**config.mk**
```make
export PLATFORM = sky130hd
export DESIGN_NAME = decode_stage
export DESIGN_NICKNAME = d
export VERILOG_FILES = /design/src/rtl/decode_stage.sv
export SDC_FILE = /design/constraint.sdc
export NUM_CORES = 1
export LEC_CHECK = 0
export BUFFER_PORTS_ARGS = -buffer_cell sky130_fd_sc_hd__buf_2
export CORE_MARGIN = 2
export CORE_UTILIZATION = 45
export CTS_CLUSTER_DIAMETER = 100
export DETAILED_ROUTE_END_ITERATION = 16
export PLACE_DENSITY_LB_ADDON = 0.15
export SETUP_SLACK_MARGIN = 0.3
export SYNTH_ARGS = -nofsm -noshare
export SYNTH_HDL_FRONTEND = slang
export SYNTH_SLANG_ARGS = --single-unit
```
**constraint.sdc**
```tcl
create_clock -name clk -period 1.9 [get_ports clk]
set_clock_uncertainty 0.2 [all_clocks]
set_input_delay 0.19 -clock clk [delete_from_list [all_inputs] [get_ports clk]]
set_output_delay 0.19 -clock clk [all_outputs]
set_load 0.02 [all_outputs]
```
**src/rtl/decode_stage.sv**
```systemverilog
// RV32I(+M) decode stage: decodes the incoming instruction word combinationally
// and buffers the decoded result in a 2-entry FIFO. Outputs are zero whenever
// no entry is presented. in_ready depends only on the registered occupancy.
module decode_stage #(
  parameter int PC_W           = 32,
  parameter int ENABLE_M       = 1,
  parameter int HALT_ON_EBREAK = 0
) (
  input  logic            clk,
  input  logic            rst_n,
  input  logic            in_valid,
  output logic            in_ready,
  input  logic [31:0]     in_ir,
  input  logic [PC_W-1:0] in_pc,
  input  logic            flush,
  output logic            out_valid,
  input  logic            out_ready,
  output logic [PC_W-1:0] out_pc,
  output logic [4:0]      out_rs1,
  output logic [4:0]      out_rs2,
  output logic [4:0]      out_rd,
  output logic [31:0]     out_imm,
  output logic [5:0]      out_alucode,
  output logic [1:0]      out_op1_type,
  output logic [1:0]      out_op2_type,
  output logic            out_reg_we,
  output logic            out_is_load,
  output logic            out_is_store,
  output logic            out_is_halt,
  output logic            out_illegal
);

  // ALU operation codes
  localparam logic [5:0] ALU_NOP  = 6'd0,  ALU_ADD  = 6'd1,  ALU_SUB  = 6'd2,
                         ALU_SLL  = 6'd3,  ALU_SLT  = 6'd4,  ALU_SLTU = 6'd5,
                         ALU_XOR  = 6'd6,  ALU_SRL  = 6'd7,  ALU_SRA  = 6'd8,
                         ALU_OR   = 6'd9,  ALU_AND  = 6'd10, ALU_BEQ  = 6'd11,
                         ALU_BNE  = 6'd12, ALU_BLT  = 6'd13, ALU_BGE  = 6'd14,
                         ALU_BLTU = 6'd15, ALU_BGEU = 6'd16, ALU_JAL  = 6'd17,
                         ALU_JALR = 6'd18, ALU_LB   = 6'd19, ALU_LH   = 6'd20,
                         ALU_LW   = 6'd21, ALU_LBU  = 6'd22, ALU_LHU  = 6'd23,
                         ALU_SB   = 6'd24, ALU_SH   = 6'd25, ALU_SW   = 6'd26,
                         ALU_MUL  = 6'd27, ALU_MULH = 6'd28, ALU_MULHSU = 6'd29,
                         ALU_MULHU = 6'd30, ALU_DIV = 6'd31, ALU_DIVU = 6'd32,
                         ALU_REM  = 6'd33, ALU_REMU = 6'd34;

  // Operand source codes
  localparam logic [1:0] OP_TYPE_NONE = 2'd0, OP_TYPE_REG = 2'd1,
                         OP_TYPE_IMM  = 2'd2, OP_TYPE_PC  = 2'd3;

  localparam logic [6:0] OPC_OPIMM  = 7'b0010011, OPC_OP     = 7'b0110011,
                         OPC_LUI    = 7'b0110111, OPC_AUIPC  = 7'b0010111,
                         OPC_JAL    = 7'b1101111, OPC_JALR   = 7'b1100111,
                         OPC_BRANCH = 7'b1100011, OPC_LOAD   = 7'b0000011,
                         OPC_STORE  = 7'b0100011, OPC_SYSTEM = 7'b1110011;

  localparam logic [31:0] INSN_ECALL  = 32'h0000_0073;
  localparam logic [31:0] INSN_EBREAK = 32'h0010_0073;

  typedef struct packed {
    logic [PC_W-1:0] pc;
    logic [4:0]      rs1;
    logic [4:0]      rs2;
    logic [4:0]      rd;
    logic [31:0]     imm;
    logic [5:0]      alu;
    logic [1:0]      op1;
    logic [1:0]      op2;
    logic            we;
    logic            ld;
    logic            st;
    logic            halt;
    logic            ill;
  } entry_t;

  // Instruction fields
  logic [6:0]  opc;
  logic [2:0]  f3;
  logic [6:0]  f7;
  logic [4:0]  f_rd, f_rs1, f_rs2;
  logic [31:0] imm_i, imm_s, imm_b, imm_u, imm_j;

  assign opc   = in_ir[6:0];
  assign f3    = in_ir[14:12];
  assign f7    = in_ir[31:25];
  assign f_rd  = in_ir[11:7];
  assign f_rs1 = in_ir[19:15];
  assign f_rs2 = in_ir[24:20];
  assign imm_i = {{20{in_ir[31]}}, in_ir[31:20]};
  assign imm_s = {{20{in_ir[31]}}, in_ir[31:25], in_ir[11:7]};
  assign imm_b = {{19{in_ir[31]}}, in_ir[31], in_ir[7], in_ir[30:25], in_ir[11:8], 1'b0};
  assign imm_u = {in_ir[31:12], 12'h000};
  assign imm_j = {{11{in_ir[31]}}, in_ir[31], in_ir[19:12], in_ir[20], in_ir[30:21], 1'b0};

  entry_t dec_d;
  logic   bad;

  // Combinational decode of in_ir into a fully populated entry
  always_comb begin
    dec_d    = '0;
    dec_d.pc = in_pc;
    bad      = 1'b0;
    unique case (opc)
      OPC_OPIMM: begin
        dec_d.rd = f_rd; dec_d.rs1 = f_rs1; dec_d.imm = imm_i;
        dec_d.op1 = OP_TYPE_REG; dec_d.op2 = OP_TYPE_IMM; dec_d.we = 1'b1;
        case (f3)
          3'b000: dec_d.alu = ALU_ADD;
          3'b010: dec_d.alu = ALU_SLT;
          3'b011: dec_d.alu = ALU_SLTU;
          3'b100: dec_d.alu = ALU_XOR;
          3'b110: dec_d.alu = ALU_OR;
          3'b111: dec_d.alu = ALU_AND;
          3'b001: if (f7 == 7'b0000000) dec_d.alu = ALU_SLL; else bad = 1'b1;
          default: begin
            if      (f7 == 7'b0000000) dec_d.alu = ALU_SRL;
            else if (f7 == 7'b0100000) dec_d.alu = ALU_SRA;
            else                       bad = 1'b1;
          end
        endcase
      end
      OPC_OP: begin
        dec_d.rd = f_rd; dec_d.rs1 = f_rs1; dec_d.rs2 = f_rs2;
        dec_d.op1 = OP_TYPE_REG; dec_d.op2 = OP_TYPE_REG; dec_d.we = 1'b1;
        if (f7 == 7'b0000000) begin
          case (f3)
            3'b000: dec_d.alu = ALU_ADD;
            3'b001: dec_d.alu = ALU_SLL;
            3'b010: dec_d.alu = ALU_SLT;
            3'b011: dec_d.alu = ALU_SLTU;
            3'b100: dec_d.alu = ALU_XOR;
            3'b101: dec_d.alu = ALU_SRL;
            3'b110: dec_d.alu = ALU_OR;
            default: dec_d.alu = ALU_AND;
          endcase
        end else if (f7 == 7'b0100000) begin
          if      (f3 == 3'b000) dec_d.alu = ALU_SUB;
          else if (f3 == 3'b101) dec_d.alu = ALU_SRA;
          else                   bad = 1'b1;
        end else if (f7 == 7'b0000001 && ENABLE_M != 0) begin
          case (f3)
            3'b000: dec_d.alu = ALU_MUL;
            3'b001: dec_d.alu = ALU_MULH;
            3'b010: dec_d.alu = ALU_MULHSU;
            3'b011: dec_d.alu = ALU_MULHU;
            3'b100: dec_d.alu = ALU_DIV;
            3'b101: dec_d.alu = ALU_DIVU;
            3'b110: dec_d.alu = ALU_REM;
            default: dec_d.alu = ALU_REMU;
          endcase
        end else begin
          bad = 1'b1;
        end
      end
      OPC_LUI: begin
        dec_d.rd = f_rd; dec_d.imm = imm_u; dec_d.alu = ALU_ADD;
        dec_d.op1 = OP_TYPE_NONE; dec_d.op2 = OP_TYPE_IMM; dec_d.we = 1'b1;
      end
      OPC_AUIPC: begin
        dec_d.rd = f_rd; dec_d.imm = imm_u; dec_d.alu = ALU_ADD;
        dec_d.op1 = OP_TYPE_PC; dec_d.op2 = OP_TYPE_IMM; dec_d.we = 1'b1;
      end
      OPC_JAL: begin
        dec_d.rd = f_rd; dec_d.imm = imm_j; dec_d.alu = ALU_JAL;
        dec_d.op1 = OP_TYPE_PC; dec_d.op2 = OP_TYPE_IMM; dec_d.we = 1'b1;
      end
      OPC_JALR: begin
        dec_d.rd = f_rd; dec_d.rs1 = f_rs1; dec_d.imm = imm_i; dec_d.alu = ALU_JALR;
        dec_d.op1 = OP_TYPE_REG; dec_d.op2 = OP_TYPE_IMM; dec_d.we = 1'b1;
        if (f3 != 3'b000) bad = 1'b1;
      end
      OPC_BRANCH: begin
        dec_d.rs1 = f_rs1; dec_d.rs2 = f_rs2; dec_d.imm = imm_b;
        dec_d.op1 = OP_TYPE_REG; dec_d.op2 = OP_TYPE_REG;
        case (f3)
          3'b000: dec_d.alu = ALU_BEQ;
          3'b001: dec_d.alu = ALU_BNE;
          3'b100: dec_d.alu = ALU_BLT;
          3'b101: dec_d.alu = ALU_BGE;
          3'b110: dec_d.alu = ALU_BLTU;
          3'b111: dec_d.alu = ALU_BGEU;
          default: bad = 1'b1;
        endcase
      end
      OPC_LOAD: begin
        dec_d.rd = f_rd; dec_d.rs1 = f_rs1; dec_d.imm = imm_i;
        dec_d.op1 = OP_TYPE_REG; dec_d.op2 = OP_TYPE_IMM; dec_d.we = 1'b1; dec_d.ld = 1'b1;
        case (f3)
          3'b000: dec_d.alu = ALU_LB;
          3'b001: dec_d.alu = ALU_LH;
          3'b010: dec_d.alu = ALU_LW;
          3'b100: dec_d.alu = ALU_LBU;
          3'b101: dec_d.alu = ALU_LHU;
          default: bad = 1'b1;
        endcase
      end
      OPC_STORE: begin
        dec_d.rs1 = f_rs1; dec_d.rs2 = f_rs2; dec_d.imm = imm_s;
        dec_d.op1 = OP_TYPE_REG; dec_d.op2 = OP_TYPE_IMM; dec_d.st = 1'b1;
        case (f3)
          3'b000: dec_d.alu = ALU_SB;
          3'b001: dec_d.alu = ALU_SH;
          3'b010: dec_d.alu = ALU_SW;
          default: bad = 1'b1;
        endcase
      end
      OPC_SYSTEM: begin
        // ECALL/EBREAK carry no operands; anything else (CSR etc.) is rejected
        if      (in_ir == INSN_ECALL)  dec_d.halt = 1'b1;
        else if (in_ir == INSN_EBREAK) dec_d.halt = (HALT_ON_EBREAK != 0);
        else                           bad = 1'b1;
      end
      default: bad = 1'b1;
    endcase
    // Illegal entries carry only the pc and the illegal flag
    if (bad) begin
      dec_d     = '0;
      dec_d.pc  = in_pc;
      dec_d.alu = ALU_NOP;
      dec_d.ill = 1'b1;
    end
    if (dec_d.rd == 5'd0) dec_d.we = 1'b0;
  end

  // 2-entry FIFO state
  entry_t     mem_q [2];
  logic [1:0] cnt_q, cnt_d;
  logic       rd_ptr_q, wr_ptr_q;
  logic       push, pop;
  entry_t     head;

  assign in_ready  = (cnt_q != 2'd2);
  assign out_valid = (cnt_q != 2'd0);
  assign push      = in_valid & in_ready;
  assign pop       = out_valid & out_ready;

  // Occupancy next-state
  always_comb begin
    cnt_d = cnt_q;
    if (push && !pop) cnt_d = cnt_q + 2'd1;
    if (pop && !push) cnt_d = cnt_q - 2'd1;
  end

  // FIFO storage and pointers; flush overrides push and pop
  always_ff @(posedge clk or negedge rst_n) begin
    if (!rst_n) begin
      cnt_q    <= '0;
      rd_ptr_q <= 1'b0;
      wr_ptr_q <= 1'b0;
      for (int i = 0; i < 2; i++) mem_q[i] <= '0;
    end else if (flush) begin
      cnt_q    <= '0;
      rd_ptr_q <= 1'b0;
      wr_ptr_q <= 1'b0;
    end else begin
      cnt_q <= cnt_d;
      if (push) begin
        mem_q[wr_ptr_q] <= dec_d;
        wr_ptr_q        <= ~wr_ptr_q;
      end
      if (pop) rd_ptr_q <= ~rd_ptr_q;
    end
  end

  // Gate the head so nothing stale leaks out when the FIFO is empty
  assign head = out_valid ? mem_q[rd_ptr_q] : '0;

  assign out_pc       = head.pc;
  assign out_rs1      = head.rs1;
  assign out_rs2      = head.rs2;
  assign out_rd       = head.rd;
  assign out_imm      = head.imm;
  assign out_alucode  = head.alu;
  assign out_op1_type = head.op1;
  assign out_op2_type = head.op2;
  assign out_reg_we   = head.we;
  assign out_is_load  = head.ld;
  assign out_is_store = head.st;
  assign out_is_halt  = head.halt;
  assign out_illegal  = head.ill;

endmodule

```
==> Yosys cells after proc, flatten, opt, wreduce, memory -nomap -nowiden <==
Index checks and enable logic that the tools add are counted.
{ "classes": {"shifts": 0, "n_addsub": 2, "n_eq_ne": 22, "n_lt_le_gt_ge": 3, "n_div": 0, "n_reduce_logical": 24, "n_mul": 0, "n_mux": 56, "n_bitwise": 7} }
{ "op_table": {"columns": ["operator", "n"], "rows": [
  ["94-bit 2-to-1 mux", 5],
  ["188-bit bitwise mux", 1],
  ["32-bit case mux with 5 select lines", 1],
  ["94-bit demux with 1-bit select", 1],
  ["10-bit case mux with 9 select lines", 1],
  ["62-bit 2-to-1 mux", 1],
  ["4-bit case mux with 7 select lines", 2],
  ["6-bit case mux with 7 select lines", 1],
  ["32-bit by 21-bit equality test with 1-bit output, second input constant", 1],
  ["32-bit by 7-bit equality test with 1-bit output, second input constant", 1],
  ["5-bit case mux with 6 select lines", 1],
  ["7-bit by 6-bit equality test with 1-bit output, second input constant", 4],
  ["7-bit equality test, second input constant", 4],
  ["5-bit case mux with 5 select lines", 1],
  ["1-bit 2-to-1 mux", 24],
  ["6-bit 2-to-1 mux", 3],
  ["6-bit OR reduction", 3],
  ["4-bit 2-to-1 mux", 4],
  ["5-bit 2-to-1 mux", 3],
  ["5-bit case mux with 3 select lines", 1],
  ["7-bit by 5-bit equality test with 1-bit output, second input constant", 2],
  ["3-bit equality test, second input constant", 4],
  ["3-bit OR reduction", 4],
  ["2-bit 2-to-1 mux", 4],
  ["other kinds (25)", 37]
]} }
{ "totals": {"mem_count": 0, "wordCells": 143, "ram_bits": 0, "ff_bits": 192, "input_bits": 69, "rom_bits": 0, "latch_bits": 0} }

==> Longest topological paths before layout <==
Gate-level depths: netlist of run 1.
{ "depth": {"word_depth": 10, "ltp_mapped": 9, "mapped_depth_nobuf": 6} }

==> Worst setup path before layout of run 1 <==
Ideal clock, no wire load.
{ "synth_timing": {"path_type": "reg-to-reg", "startpoint": "reg cnt_q[0]", "endpoint": "reg mem_q[62] (netlist name)", "setup_slack_ps": -330, "arrival_time_ps": 1965, "synth_period_minus_slack_ps": 2230, "t_required_ps": 1635, "path_buffers": 3, "path_stages_with_launch": 10, "path_cell_list": "dfrtp_1 nand2b_1 nand2_1 nor2_1 nand2_1 clkbuf_1 clkbuf_1 buf_1 nand2_1 nand2_1"} }
{ "synth_via": {"elab_chain_len": 3} }
{ "synth_lines": {"columns": ["element", "line_no", "text"], "rows": [
  ["start, declared", "227", "logic [1:0] cnt_q, cnt_d;"],
  ["start signal, assigned", "256", "cnt_q <= cnt_d;"],
  ["2-bit != test", "232", "assign in_ready = (cnt_q != 2'd2);"],
  ["named net in_ready", "12", "output logic in_ready,"],
  ["1-bit bitwise AND", "234", "assign push = in_valid & in_ready;"],
  ["2-bit AND reduction (no line)", null, null],
  ["end signal, assigned by index", "258", "mem_q[wr_ptr_q] <= dec_d;"],
  ["end, declared", "226", "entry_t mem_q [2];"]
]} }
The timed path passes the listed nets, and every way through them passes these cells.
A chain may end at the register's enable or synchronous reset.

==> Worst setup path in the final report of run 1 <==
{ "layout_timing": {"startpoint": "reg rd_ptr_q", "endpoint": "out out_rs1[4]"} }
{ "layout_via": {"elab_chain_len": 5} }
{ "layout_lines": {"columns": ["element", "line_no", "text"], "rows": [
  ["start, declared", "228", "logic rd_ptr_q, wr_ptr_q;"],
  ["start signal, assigned", "261", "if (pop) rd_ptr_q <= ~rd_ptr_q;"],
  ["1-bit inverter with 2-bit output (implied by the code)", "266", "assign head = out_valid ? mem_q[rd_ptr_q] : '0;"],
  ["94-bit 2-to-1 mux (implied by the code) (3 in series)", "266", null],
  ["94-bit 2-to-1 mux", "266", null],
  ["end, declared", "19", "output logic [4:0] out_rs1,"]
]} }
No other way between the ends. The select of a mux whose other input is x is not followed.

==> results of run 1 <==
[cell type report]
cell class | instances | share of cell area (%)
multi-input combinational | 842 | 37.7
timing repair buffer | 462 | 29.2
sequential | 192 | 27.8
clock buffer | 17 | 2.46
tap | 275 | 1.99
clock inverter | 15 | 0.715
inverter | 8 | 0.173
[routing by layer]
| metal | GRT usage (%) | wire length [µm] | part of all wire (%) |
|---|---|---|---|
| met4 | 9.31 | 3350 | 7.1 |
| met5 | 0 | 0 | 0 |
| met3 | 4.76 | 5000 | 11 |
| met1 | 38.1 | 16600 | 35 |
| met2 | 46.5 | 22300 | 47 |
[where the power goes]
part           internal, mW  switching (mW)  total, mW
Sequential             4.47           0.421       4.89
Clock                  1.72            1.78       3.49
Combinational          1.61            1.78       3.39
[flip-flops by register name (all words and copies together) (netlist names)]
| signal | cells |
|---|---|
| cnt_q | 2 |
| mem_q | 188 |
| rd_ptr_q | 1 |
| wr_ptr_q | 1 |
[timing repair]
action	CTS	global route
gates cloned	12	51
setup endpoints to repair	284	286
resized for setup	126	515
hold endpoints to repair	258	0
buffers inserted	14	31
pin swaps	24	153
hold buffers	54	0
[final timing paths]
kind / startpoint / to / depth (start not counted)
setup / recovery: rd_ptr_q / out_rs1[4] / 5
hold / removal: in_ir[25] / mem_q[114] / 4
setup reg to reg: cnt_q[1] / mem_q[116] / 9
hold reg to reg: mem_q[169] / mem_q[169] / 2
max in group asynchronous: rst_n / mem_q[134] / 3
min in group asynchronous: rst_n / cnt_q[1] / 2
[cells in the mapped netlist (5+ instances only)]
library cell / number / area share [%]
buf_1: 14 / 0.54
a22oi_1: 6 / 0.46
nand2_1: 329 / 13
a22o_1: 12 / 1.1
a21oi_1: 25 / 1.3
nand3_1: 18 / 0.92
nor3_1: 9 / 0.46
a211oi_1: 5 / 0.38
inv_1: 8 / 0.31
nor2_1: 130 / 5.0
buf_2: 11 / 0.56
mux2_2: 9 / 1.0
nand2b_1: 12 / 0.77
mux2i_1: 94 / 9.6
clkbuf_1: 60 / 2.3
nor4_1: 5 / 0.32
dfrtp_1: 192 / 49
o21ai_0: 55 / 2.8
a21o_1: 7 / 0.54
a32o_1: 10 / 1.0
o211ai_1: 5 / 0.38
and3_1: 9 / 0.57
o31ai_1: 42 / 3.2
[worst max-delay path: stages (launching register included)]
cell	delay, ns
dfrtp_4	0.48
buf_6	0.18
buf_4	0.21
mux2i_2	0.34
nor2_4	0.09
buf_6	0.14
[per-stage QoR]
stage          instance area (µm²)  cells
2_1_floorplan                10200   1127
3_3_place_gp                 12100   1617
3_5_place_dp                 12100   1617
4_1_cts                      14000   1729
5_1_grt                      17300   1811
6_report                     17300   1811
[cells by family (layout without fill, tap and decap cells)]
| group | after synthesis | count (layout) | synth area share (%) |
|---|---|---|---|
| and+or+nand+nor | 540 | 544 | 22.9 |
| DFF | 192 | 192 | 49.0 |
| AOI/OAI and AO/OA | 191 | 191 | 13.0 |
| muxes | 103 | 103 | 10.6 |
| buffers and inverters | 97 | 502 | 4.06 |
| xor gates and xnor gates | 4 | 4 | 0.358 |
[layout by cell type (no fill, tap or decap), types with 9 or more instances in the layout]
master,n
a21oi_1,24
a22o_1,12
a32o_1,10
buf_12,32
buf_16,15
buf_2,98
buf_4,141
buf_6,75
buf_8,10
clkbuf_16,53
dfrtp_1,190
dlygate4sd3_1,54
mux2i_1,65
mux2i_2,11
mux2i_4,18
nand2_1,195
nand2_2,76
nand2_4,57
nand2b_1,9
nand3_1,15
nor2_1,64
nor2_2,39
nor2_4,27
o21ai_1,20
o21ai_2,30
o31ai_2,12
o31ai_4,24
==> out/qor.yml, run 1 <==
antenna_found_initial: 0
area.growth.synth_to_final_pct: 76.8
fp-row-count: 53
totalNegativeSetupSlack_ns: -38.49
final_layout_size_suffix_gt1_share_pct: 50.8
die_x_um: 152
fin_worst_hold_slack_ns: 0.0489
seqCellArea_um2: 4810
worst-slew-pin-transition_ns: 1.03
failing_checks: "setup timing"
synthesis.nets: 1196
final_util_pct: 81.6
synth_top_flop_cell: "dfrtp_1"
cts.sinks: 192
cellLeakagePower_nw: 7.79
routabilityCongestion: 1.02
synthDistinctLibCells: 58
status: "finished with violations"
max_freq_mhz: 442
min_period_over_period_pct: 119
path_clk_slew_ns: 0.08
grt_max_degree: 65
yosysWarnings: 0
detail_route.iter0.violations: 1059
grt_setup_unrepaired: "yes"
setup.worst_path.start_class: "flip-flop"
peakVddDrop_mv: 0.563
maxSlewViolCount: 0
ys_seq_elements: 192
final.fill_count: 1067
synthesis.area_um2: 9800
clock_tree_from_tritoncts: "built"
portion_of_the_post_synthesis_area_used_by_sequential_elements_pct: 49.0
crit_fanout: 6
place_worst_setup_slack_ns: -0.526
hpwl_mm: 21.4
setup_viol_count_final: 267
cts_root_buf: "clkbuf_16"
firstDrtPassIters: 6
cts_buffers: 17
clock_insertion_delay_worst_skew_ns: 0.44
syn_avg_cell_area_um2: 8.70
viasPerCell: 6.23
worst_setup_path_end_kind: "primary output"
drt-wirelength-per-cell_um: 26.1
regToRegSetupSlack_ns: -0.20
asyncSetResetFlopFracSynth_pct: 100
worst_slew_margin_rel_pct: 31.0
grtUsageTotal_pct: 28.2
layout_setup_ws_ns: -0.363
start_util_pct: 46.2
footprint_of_the_multi_input_gates_um2: 6540
p_total_mw: 11.8
post_synth_inst_count: 1127
nets: 1592
grt_first_pass_wirelength_mm: 50.0
critPathArrivalTime_ns: 1.87
hold_class: "primary input to flip-flop"
antennaDiodeCount: 0
fp.dieArea_um2: 23000
remaining_routing_drc_violations: 0
drt_wl_total_mm: 47.2
via_count_of_the_first_global_routing_pass: 9338
grt-ovfl-total: 0
worst_ep_required_time_ns: 1.51
design.portCount: 165
synth_enable_flop_cells: 0
via_count: 11300
die-height_um: 152
clock_tree.buffer_depth: 2
power.density_cell_area_nw_per_um2: 680
htree_levels: 4
post-route-min-period_ns: 2.26
final-hold-violation-count: 0
timing.max_cap.violations: 0
antenna_violating_nets_post_route: 0
timing_worst_setup_path_type: "flip-flop to primary output"
numPortBuffers: 164
floorplan.core_area_um2: 21200
Power figures use the tool's default switching activity.
==> run 2, diff against run 1 <==
- SKIP_CTS_REPAIR_TIMING: default -> 1
==> out/qor.yml, run 2 (synthesis results as in run 1) <==
path_cells: "buf_12 -> buf_12 -> mux2i_1 -> nor2_1 -> buf_4"
worst-slew-pin-transition_ns: 0.841  # -0.190 ns
design.portCount: 165  # unchanged
largestRegisters: "mem_q: 188 flops, cnt_q: 2 flops"
die_x_um: 152  # unchanged
timing.max_cap.violations: 0  # unchanged
power.share.sequential_pct: 42.4  # +0.9 points
worst_setup_path_end_kind: "primary output"
clock_insertion_delay_worst_skew_ns: 0.43  # about the same
grt_setup_unrepaired: "yes"
final_layout_size_suffix_gt1_share_pct: 48.4  # -2.4 points
flip_flop_count_of_the_largest_register_all_copies_and_words_added: 188  # unchanged
max_stage_delay_ns: 0.50  # +0.02 ns
grt_max_degree: 65  # unchanged
totalNegativeSetupSlack_ns: -26.21  # +12.28 ns
power.density_cell_area_nw_per_um2: 668  # -1.7%
whs_path_depth: 4  # unchanged
nets: 1584  # -0.50%
setup.worst_path.start_class: "flip-flop"
hold_class: "primary input to flip-flop"
fin_worst_hold_slack_ns: 0.00608  # -0.0428 ns
worst_ep_required_time_ns: 1.51  # about the same
min_period_over_period_pct: 116  # -2.8 points
grt_busiest_layer: "met2"
cts_root_buf: "clkbuf_16"
start_util_pct: 46.2  # unchanged
antenna_violating_nets_post_route: 0  # unchanged
globalRouteMet2Util_pct: 41.1  # -5.4 points
post-route-min-period_ns: 2.21  # -0.0539 ns
grt_first_pass_wirelength_mm: 45.6  # -8.8%
viasPerCell: 5.99  # -3.9%
power_switching_share_pct: 32.7  # -1.1 points
dpl_cell_area_um2: 12100  # unchanged
drt-wirelength-per-cell_um: 23.5  # -10%
drt_wl_total_mm: 42.3  # -10%
cellLeakagePower_nw: 7.69  # -1.2%
peakVddDrop_mv: 0.521  # -7.3%
grtUsageMet1_pct: 36.4  # -1.7 points
hpwl_mm: 21.4  # unchanged
fp-row-count: 53  # unchanged
maxSlewViolCount: 0  # unchanged
numPortBuffers: 164  # unchanged
grt-ovfl-total: 0  # unchanged
status: "finished with violations"
top_register_by_number_of_flip_flops: "mem_q"
crit_path_frequent_cell: "buf_12"
routabilityCongestion: 1.02  # unchanged
die-height_um: 152  # unchanged
cts_buffers: 17  # unchanged
firstDrtPassIters: 7  # +1
timing_worst_setup_path_type: "flip-flop to primary output"
globalRouteMet3Util_pct: 3.68  # -1.1 points
path_clk_slew_ns: 0.08  # about the same
commonest_cells_after_routing_fill_and_taps_aside: "nand2_1, dfrtp_1, buf_4"
antenna_found_initial: 0  # unchanged
layout.cells.most_common: "nand2_1"
area.growth.synth_to_final_pct: 71.9
power_switching_mw: 3.68  # -7.6%
worst_reg2reg_path_depth: 8  # -1
via_count_of_the_first_global_routing_pass: 8513  # -8.8%
layout_setup_ws_ns: -0.309  # +0.0539 ns
remaining_routing_drc_violations: 0  # unchanged
detail_route.iter0.violations: 1005  # -5.1%
fp.dieArea_um2: 23000  # unchanged
via_count: 10800  # -4.3%
critPathArrivalTime_ns: 1.82  # -0.05 ns
worst_slew_margin_rel_pct: 43.9  # +13 points
final-hold-violation-count: 0  # unchanged
final_util_pct: 79.4  # -2.2 points
clock_tree_from_tritoncts: "built"
grtUsageTotal_pct: 25.6  # -2.6 points
failing_checks: "setup timing"
power_frac_clock_pct: 30.9  # +1.3 points
floorplan.core_area_um2: 21200  # unchanged
p_total_mw: 11.3  # -4.4%
crit_slowest_cell: "dfrtp_4"
internal_power_mw: 7.58  # -2.8%
max_freq_mhz: 453  # +2.4%
finish.instance_area_um2: 16800  # -2.7%
crit_fanout: 17  # +11
clock_tree.buffer_depth: 2  # unchanged
setup_viol_count_final: 181  # -32%
htree_levels: 4  # unchanged
power_frac_comb_pct: 26.7  # -2.1 points
cts.sinks: 192  # unchanged
antennaDiodeCount: 0  # unchanged
run 2: cell types whose count changed in the layout (fill, tap and decap cells not counted), sizes merged:
cell	delta
buf	-2
clkbuf	-1
dlygate4sd3	-4
nand2	-1
run 2: cell type report:
type | count | area (µm²)
clock buffers | 17 | 425
clock inverters | 15 | 124
fillers | 1226 | 4370
inverters | 8 | 30.0
multi-input cells | 841 | 6300
flip-flops and latches | 192 | 4810
well taps | 275 | 344
repair buffers | 455 | 4810
run 2: worst paths after layout:
kind                                start         endpoint  slack (ns)
worst min-delay path            in_ir[16]       mem_q[152]       0.006
worst max register to register   cnt_q[1]       mem_q[139]       -0.08
max in group asynchronous           rst_n        mem_q[40]        0.76
min in group asynchronous           rst_n         cnt_q[1]        0.12
worst max-delay path             rd_ptr_q  out_op2_type[0]       -0.31
worst min register to register  mem_q[90]        mem_q[90]        0.28
run 2: worst max-delay path: cells and delay by family, from the launching register on:
kind,cells,cell delay [ns]
buf+inv,3,0.52
flops,1,0.50
simple gates,1,0.21
mux,1,0.15
run 2: routing by layer:
| layer | part of all wire [%] | up-vias |
|---|---|---|
| li1 | - | 4630 |
| met1 | 39 | 5357 |
| met2 | 48 | 640 |
| met3 | 8.8 | 167 |
| met4 | 4.7 | 0 |
| met5 | 0 | - |
run 2: power groups by stage:
stage / logic [mW] / clock network (mW) / registers (mW)
after global placement: 1.83 / 0 / 4.75
final: 3.00 / 3.48 / 4.78
after CTS: 1.87 / 3.45 / 4.69
after floorplan: 1.17 / 0 / 4.70
after global routing: 3.16 / 3.65 / 4.82
after detailed placement: 1.86 / 0 / 4.76
run 2: metrics by stage:
step,setup slack (ns),cells
5_1_grt,-0.337,1803
3_5_place_dp,-0.526,1617
4_1_cts,-0.343,1649
3_3_place_gp,-0.446,1617
6_report,-0.309,1803
2_1_floorplan,-0.170,1127
